### src/rtl/max7219_display_ctrl.sv
// rtl/max7219_display_ctrl.sv - MAX7219 power-up/init/digit command sequencer for a serializer
// Optional build macro: MAX7219_LEADING_ZERO_BLANK_EN (blank leading zero digits 8..2)
`timescale 1ns/1ps
module max7219_display_ctrl #(
    parameter int POWERUP_CYCLES = 12000,
    parameter int REFRESH_CYCLES = 12000000
) (
    input  logic        clk,
    input  logic        rst,
    input  logic [31:0] digits_in,
    input  logic        update,
    input  logic [3:0]  intensity,
    output logic [7:0]  drv_addr,
    output logic [7:0]  drv_data,
    output logic        drv_start,
    input  logic        drv_busy,
    output logic        ready,
    output logic        cmd_err
);
    localparam logic [2:0] S_PWRUP = 3'd0;
    localparam logic [2:0] S_ISSUE = 3'd1;
    localparam logic [2:0] S_ACK   = 3'd2;
    localparam logic [2:0] S_DONE  = 3'd3;
    localparam logic [2:0] S_IDLE  = 3'd4;

    // Command index space: 0..4 init registers, 5..12 digit registers 1..8
    localparam logic [3:0] IDX_INT  = 4'd4;
    localparam logic [3:0] IDX_DIG  = 4'd5;
    localparam logic [3:0] IDX_LAST = 4'd12;

    localparam int PW_W = (POWERUP_CYCLES > 1) ? $clog2(POWERUP_CYCLES) : 1;

    logic [2:0]      state;
    logic [3:0]      idx;
    logic            single;
    logic [PW_W-1:0] pw_cnt;
    logic [1:0]      ack_cnt;
    logic [31:0]     digits;
    logic [31:0]     pend_digits;
    logic            pend_flag;
    logic            refresh_flag;
    logic            refresh_tick;
    logic [3:0]      sent_int;
    logic [31:0]     next_pend;
    logic [7:0]      cmd_addr;
    logic [7:0]      cmd_data;
    logic [2:0]      dig_k;
    logic [3:0]      nib;

    function automatic logic [7:0] seg7(input logic [3:0] n);
        case (n)
            4'h0: seg7 = 8'h7E;  4'h1: seg7 = 8'h30;  4'h2: seg7 = 8'h6D;  4'h3: seg7 = 8'h79;
            4'h4: seg7 = 8'h33;  4'h5: seg7 = 8'h5B;  4'h6: seg7 = 8'h5F;  4'h7: seg7 = 8'h70;
            4'h8: seg7 = 8'h7F;  4'h9: seg7 = 8'h7B;  4'hA: seg7 = 8'h77;  4'hB: seg7 = 8'h1F;
            4'hC: seg7 = 8'h4E;  4'hD: seg7 = 8'h3D;  4'hE: seg7 = 8'h4F;  default: seg7 = 8'h47;
        endcase
    endfunction

    generate
        if (REFRESH_CYCLES > 0) begin : g_refresh
            localparam int RW = (REFRESH_CYCLES > 1) ? $clog2(REFRESH_CYCLES) : 1;
            logic [RW-1:0] rcnt;
            always_ff @(posedge clk) begin
                if (rst || rcnt == RW'(REFRESH_CYCLES - 1)) rcnt <= '0;
                else                                       rcnt <= rcnt + 1'b1;
            end
            assign refresh_tick = (rcnt == RW'(REFRESH_CYCLES - 1));
        end else begin : g_no_refresh
            assign refresh_tick = 1'b0;
        end
    endgenerate

    // An update pulse in the same cycle as a list start wins over the older pending value
    assign next_pend = update ? digits_in : pend_digits;
    assign ready     = (state == S_IDLE);
    assign dig_k     = 3'(idx - IDX_DIG);
    assign nib       = digits[{dig_k, 2'b00} +: 4];

    always_comb begin
        cmd_addr = 8'h00;
        cmd_data = 8'h00;
        case (idx)
            4'd0:    begin cmd_addr = 8'h0C; cmd_data = 8'h01; end
            4'd1:    begin cmd_addr = 8'h0F; cmd_data = 8'h00; end
            4'd2:    begin cmd_addr = 8'h09; cmd_data = 8'h00; end
            4'd3:    begin cmd_addr = 8'h0B; cmd_data = 8'h07; end
            4'd4:    begin cmd_addr = 8'h0A; cmd_data = {4'h0, intensity}; end
            default: begin
                cmd_addr = {5'd0, dig_k} + 8'd1;
`ifdef MAX7219_LEADING_ZERO_BLANK_EN
                if (dig_k != 3'd0 && (digits >> {dig_k, 2'b00}) == 32'd0) cmd_data = 8'h00;
                else                                                      cmd_data = seg7(nib);
`else
                cmd_data = seg7(nib);
`endif
            end
        endcase
    end

    always_ff @(posedge clk) begin
        if (rst) begin
            state        <= S_PWRUP;
            idx          <= 4'd0;
            single       <= 1'b0;
            pw_cnt       <= '0;
            ack_cnt      <= 2'd0;
            digits       <= 32'd0;
            pend_digits  <= 32'd0;
            pend_flag    <= 1'b0;
            refresh_flag <= 1'b0;
            sent_int     <= 4'h0;
            drv_addr     <= 8'h00;
            drv_data     <= 8'h00;
            drv_start    <= 1'b0;
            cmd_err      <= 1'b0;
        end else begin
            drv_start <= 1'b0;
            if (refresh_tick) refresh_flag <= 1'b1;
            if (update) begin
                pend_digits <= digits_in;
                pend_flag   <= 1'b1;
            end
            case (state)
                S_PWRUP: begin
                    if (pw_cnt == PW_W'(POWERUP_CYCLES - 1)) begin
                        idx          <= 4'd0;
                        single       <= 1'b0;
                        digits       <= next_pend;
                        pend_flag    <= 1'b0;
                        refresh_flag <= refresh_tick;
                        state        <= S_ISSUE;
                    end else begin
                        pw_cnt <= pw_cnt + 1'b1;
                    end
                end
                S_ISSUE: begin
                    if (!drv_busy) begin
                        drv_addr  <= cmd_addr;
                        drv_data  <= cmd_data;
                        drv_start <= 1'b1;
                        ack_cnt   <= 2'd0;
                        if (idx == IDX_INT) sent_int <= intensity;
                        state     <= S_ACK;
                    end
                end
                S_ACK: begin
                    if (drv_busy) begin
                        state <= S_DONE;
                    end else if (ack_cnt == 2'd3) begin
                        cmd_err <= 1'b1;
                        state   <= S_DONE;
                    end else begin
                        ack_cnt <= ack_cnt + 2'd1;
                    end
                end
                S_DONE: begin
                    if (!drv_busy) begin
                        if (single || idx == IDX_LAST) begin
                            state <= S_IDLE;
                        end else begin
                            idx   <= idx + 4'd1;
                            state <= S_ISSUE;
                        end
                    end
                end
                S_IDLE: begin
                    if (refresh_flag) begin
                        idx          <= 4'd0;
                        single       <= 1'b0;
                        digits       <= next_pend;
                        pend_flag    <= 1'b0;
                        refresh_flag <= refresh_tick;
                        state        <= S_ISSUE;
                    end else if (intensity != sent_int) begin
                        idx    <= IDX_INT;
                        single <= 1'b1;
                        state  <= S_ISSUE;
                    end else if (update || pend_flag) begin
                        idx       <= IDX_DIG;
                        single    <= 1'b0;
                        digits    <= next_pend;
                        pend_flag <= 1'b0;
                        state     <= S_ISSUE;
                    end
                end
                default: state <= S_PWRUP;
            endcase
        end
    end
endmodule
### config.mk
export PLATFORM = sky130hd
export DESIGN_NAME = max7219_display_ctrl
export DESIGN_NICKNAME = d
export VERILOG_FILES = /design/src/rtl/max7219_display_ctrl.sv
export SDC_FILE = /design/constraint.sdc
export NUM_CORES = 1
export LEC_CHECK = 0
export ABC_CLOCK_PERIOD_IN_PS = 10850
export BUFFER_PORTS_ARGS = -buffer_cell sky130_fd_sc_hd__clkbuf_2
export CAP_MARGIN = 0
export CORE_MARGIN = 2
export CORE_UTILIZATION = 32
export CTS_BUF_LIST = sky130_fd_sc_hd__clkbuf_4 sky130_fd_sc_hd__clkbuf_8
export DETAILED_ROUTE_END_ITERATION = 12
export GPL_TIMING_DRIVEN = 0
export PLACE_DENSITY = 0.55
export SLEW_MARGIN = 5
export SYNTH_ARGS = -nofsm -noshare
export SYNTH_HDL_FRONTEND = slang
export SYNTH_SLANG_ARGS = --single-unit
### constraint.sdc
create_clock -name clk -period 10.85 [get_ports clk]
set_clock_uncertainty 0.2 [all_clocks]
set_input_delay 2.17 -clock clk [delete_from_list [all_inputs] [get_ports clk]]
set_output_delay 2.17 -clock clk [all_outputs]
set_load 0.1 [all_outputs]
==> impl_metrics.sql <==
INSERT INTO impl_metrics (metric_group, metric, value, unit) VALUES
('outcome', 'status', 'finished, final reports clean', ''),
('floorplanning', 'fp.dieArea', '21210', 'um^2'),
('detailed_routing', 'met3WireLength', '509', 'um'),
('detailed_routing', 'wire_per_inst', '13.90', 'um'),
('critical_path', 'critPathSlowestCell', 'mux4_2', ''),
('sta', 'totalNegativeSetupSlack', '0', 'ns'),
('critical_path', 'kind_of_end_point_of_the_critical_path', 'flop', ''),
('synthesis', 'number_of_storage_elements_in_the_synthesis_netlist', '131', ''),
('synthesis', 'post_synth_and_or_nand_nor_area_fraction', '0.2095', ''),
('cts', 'holdBufCountCts', '0', ''),
('global_routing', 'grt_first_pass_wirelength', '23.09', 'mm'),
('cts', 'cts_sinks', '131', ''),
('sta', 'rsz0062_at_grt', 'no', ''),
('power_and_ir_drop', 'leakage', '3.060', 'nW'),
('synthesis', 'ys_top_cells_by_area', 'dfxtp_1, mux2i_1, mux2_4', ''),
('synthesis', 'syn-instance-count', '660', ''),
('min_path', 'worst_hold_path_type', 'reg2reg', ''),
('synthesis', 'adder_cell_area_share_of_the_yosys_netlist', '0.02923', ''),
('global_routing', 'overflow', '0', ''),
('detailed_routing', 'top_layer', 'met4', ''),
('power_and_ir_drop', 'power-per-cell-area', '131.6', 'nW/um^2'),
('synthesis', 'synth-compound-area-share', '0.06587', ''),
('sta', 'timing.final.hold_violations', '0', ''),
('power_and_ir_drop', 'totalPowerFinal', '0.9794', 'mW'),
('sta', 'final-max-slew-violation-count', '0', ''),
('run', 'cap_violations', '0', ''),
('place', 'detailed_place_hpwl', '10.23', 'mm'),
('detailed_routing', 'met2WireLength', '6.415', 'mm'),
('critical_path', 'worstPathArrival', '4.42', 'ns'),
('finish', 'layout_common_cells', 'dfxtp_1, nor2_1, mux2i_1', ''),
('synthesis', 'netlist_area', '6420', 'um^2'),
('critical_path', 'timing.critical_path.from_type', 'flop', ''),
('critical_path', 'critical_path_class', 'reg2reg', ''),
('detailed_routing', 'drt_first_iter_violations', '185', ''),
('cts', 'clk_transition_reported_paths', '0.09', 'ns'),
('floorplanning', 'placeableCoreArea', '19590', 'um^2'),
('global_routing', 'grt_use_total', '0.1348', ''),
('cts', 'root_buffer', 'clkbuf_8', ''),
('cts', 'ctsLongestPathBuffers', '2', ''),
('place', 'gp_congestion', '0.7984', ''),
('finish', 'nNetsFinal', '790', ''),
('critical_path', 'timing.critical_path.slowest_cell_delay', '0.60', 'ns'),
('floorplanning', 'io-pin-count', '59', ''),
('finish', 'stdcell_area', '7441', 'um^2'),
('place', 'port_buffers', '52', ''),
('floorplanning', 'number_of_rows_created_at_floorplan', '51', ''),
('synthesis', 'synth-edff-count', '0', ''),
('synthesis', 'ys_warnings', '0', ''),
('detailed_routing', 'm1WireLength', '6.881', 'mm'),
('synthesis', 'postSynth.asyncResetShare', '0', ''),
('finish', 'insertedDiodeCount', '0', ''),
('sta', 'max_freq', '233.0', 'MHz'),
('global_routing', 'grt_antenna_before_repair', '0', ''),
('cts', 'tritoncts', 'yes', ''),
('sta', 'max_slew.worst_pin.slew', '0.9523', 'ns'),
('finish', 'syn2layout_area_growth', '15.90', '%'),
('place', 'dpl_cell_area', '7027', 'um^2'),
('sta', 'postLayoutSetupSlackWorst', '6.558', 'ns'),
('finish', 'mostFrequentLayoutCell', 'dfxtp_1', ''),
('global_routing', 'grt_pass1_vias', '4437', ''),
('detailed_routing', 'route.detailed.drc', '0', ''),
('detailed_routing', 'vias_per_cell', '4.707', ''),
('synthesis', 'synth.distinct_cells', '65', ''),
('cts', 'cts-htree-levels', '4', ''),
('floorplanning', 'chipHeight', '145.6', 'um'),
('critical_path', 'crit_required', '10.98', 'ns'),
('finish', 'finish.utilization', '0.3798', ''),
('synthesis', 'synth_ff_type', 'dfxtp_1', ''),
('detailed_routing', 'dr.pass1.iters', '4', ''),
('synthesis', 'yosysTopAreaCell', 'dfxtp_1', ''),
('detailed_routing', 'routed_wirelength', '14.08', 'mm');
==> routing by layer <==
layer,vias to the layer above,GRT usage
met5,-,0
met4,0,0.05049
met3,17,0.03354
met2,81,0.2102
met1,2204,0.1807
li1,2466,-
==> report_power, final <==
group	total, mW	switching [mW]	internal, mW
combinational	0.0505	0.0321	0.0183
sequential	0.493	0.00375	0.490
clock	0.436	0.217	0.218
total	0.979	0.253	0.726
==> final timing paths <==
kind                            start                  endpoint  slack, ns  cells after the start
min reg2reg  drv_data[4]$_SDFFE_PP0P_  drv_data[4]$_SDFFE_PP0P_       0.25                      2
min          drv_data[4]$_SDFFE_PP0P_  drv_data[4]$_SDFFE_PP0P_       0.25                      2
max               idx[0]$_SDFFE_PP0P_  drv_data[6]$_SDFFE_PP0P_       6.56                     13
max reg2reg       idx[0]$_SDFFE_PP0P_  drv_data[6]$_SDFFE_PP0P_       6.56                     13
==> Yosys cell counts, types with 10 or more instances <==
master / instances
xnor2_1: 25
dfxtp_1: 131
nor2b_1: 35
xor2_1: 17
nand2_1: 23
ha_1: 15
nand4_1: 13
nand3_1: 13
mux2i_1: 61
inv_1: 10
a21oi_1: 20
mux2_4: 29
nor2_1: 93
nor3_1: 20
clkbuf_1: 30
==> critical path, delay by kind of cell (launching register included) <==
family | cells | cell delay [ns]
mux | 3 | 0.86
flops | 1 | 0.37
compound gates | 3 | 0.63
buf+inv | 5 | 1.41
fa+ha+maj | 2 | 0.70
==> registers in the layout, indices dropped and copies added, names as in the netlist, 2 cells and up <==
signal          cells
ack_cnt             2
digits             32
drv_addr            4
drv_data            7
g_refresh.rcnt     24
idx                 4
pend_digits        32
pw_cnt             14
sent_int            4
state               3
==> stage by stage <==
stage,hold slack [ns],instances
global placement,0.2418,981
floorplan,0.2260,664
detailed placement,0.2457,981
finish,0.2542,1013
CTS,0.2586,1013
global route,0.2889,1013
==> logic make-up (layout without fill, tap and decap cells) <==
kind of cell | Yosys count | count (layout)
buf+inv | 53 | 137
other cells | 1 | 5
fa+ha+maj | 15 | 15
mux | 100 | 100
compound gates | 67 | 67
flops | 131 | 131
xor+xnor | 42 | 42
simple gates | 251 | 251
==> layout make-up <==
type                            instances  area (um^2)
Buffer                                 43        206.4
Clock buffer                           18        247.7
Clock inverter                         14        166.4
Fill cell                            2012        12150
Inverter                               10        37.54
Multi-Input combinational cell        480         3568
Sequential cell                       131         2623
Tap cell                              265        331.6
Timing Repair Buffer                   52        260.3
Note: power is estimated with default switching activity, not from simulation.
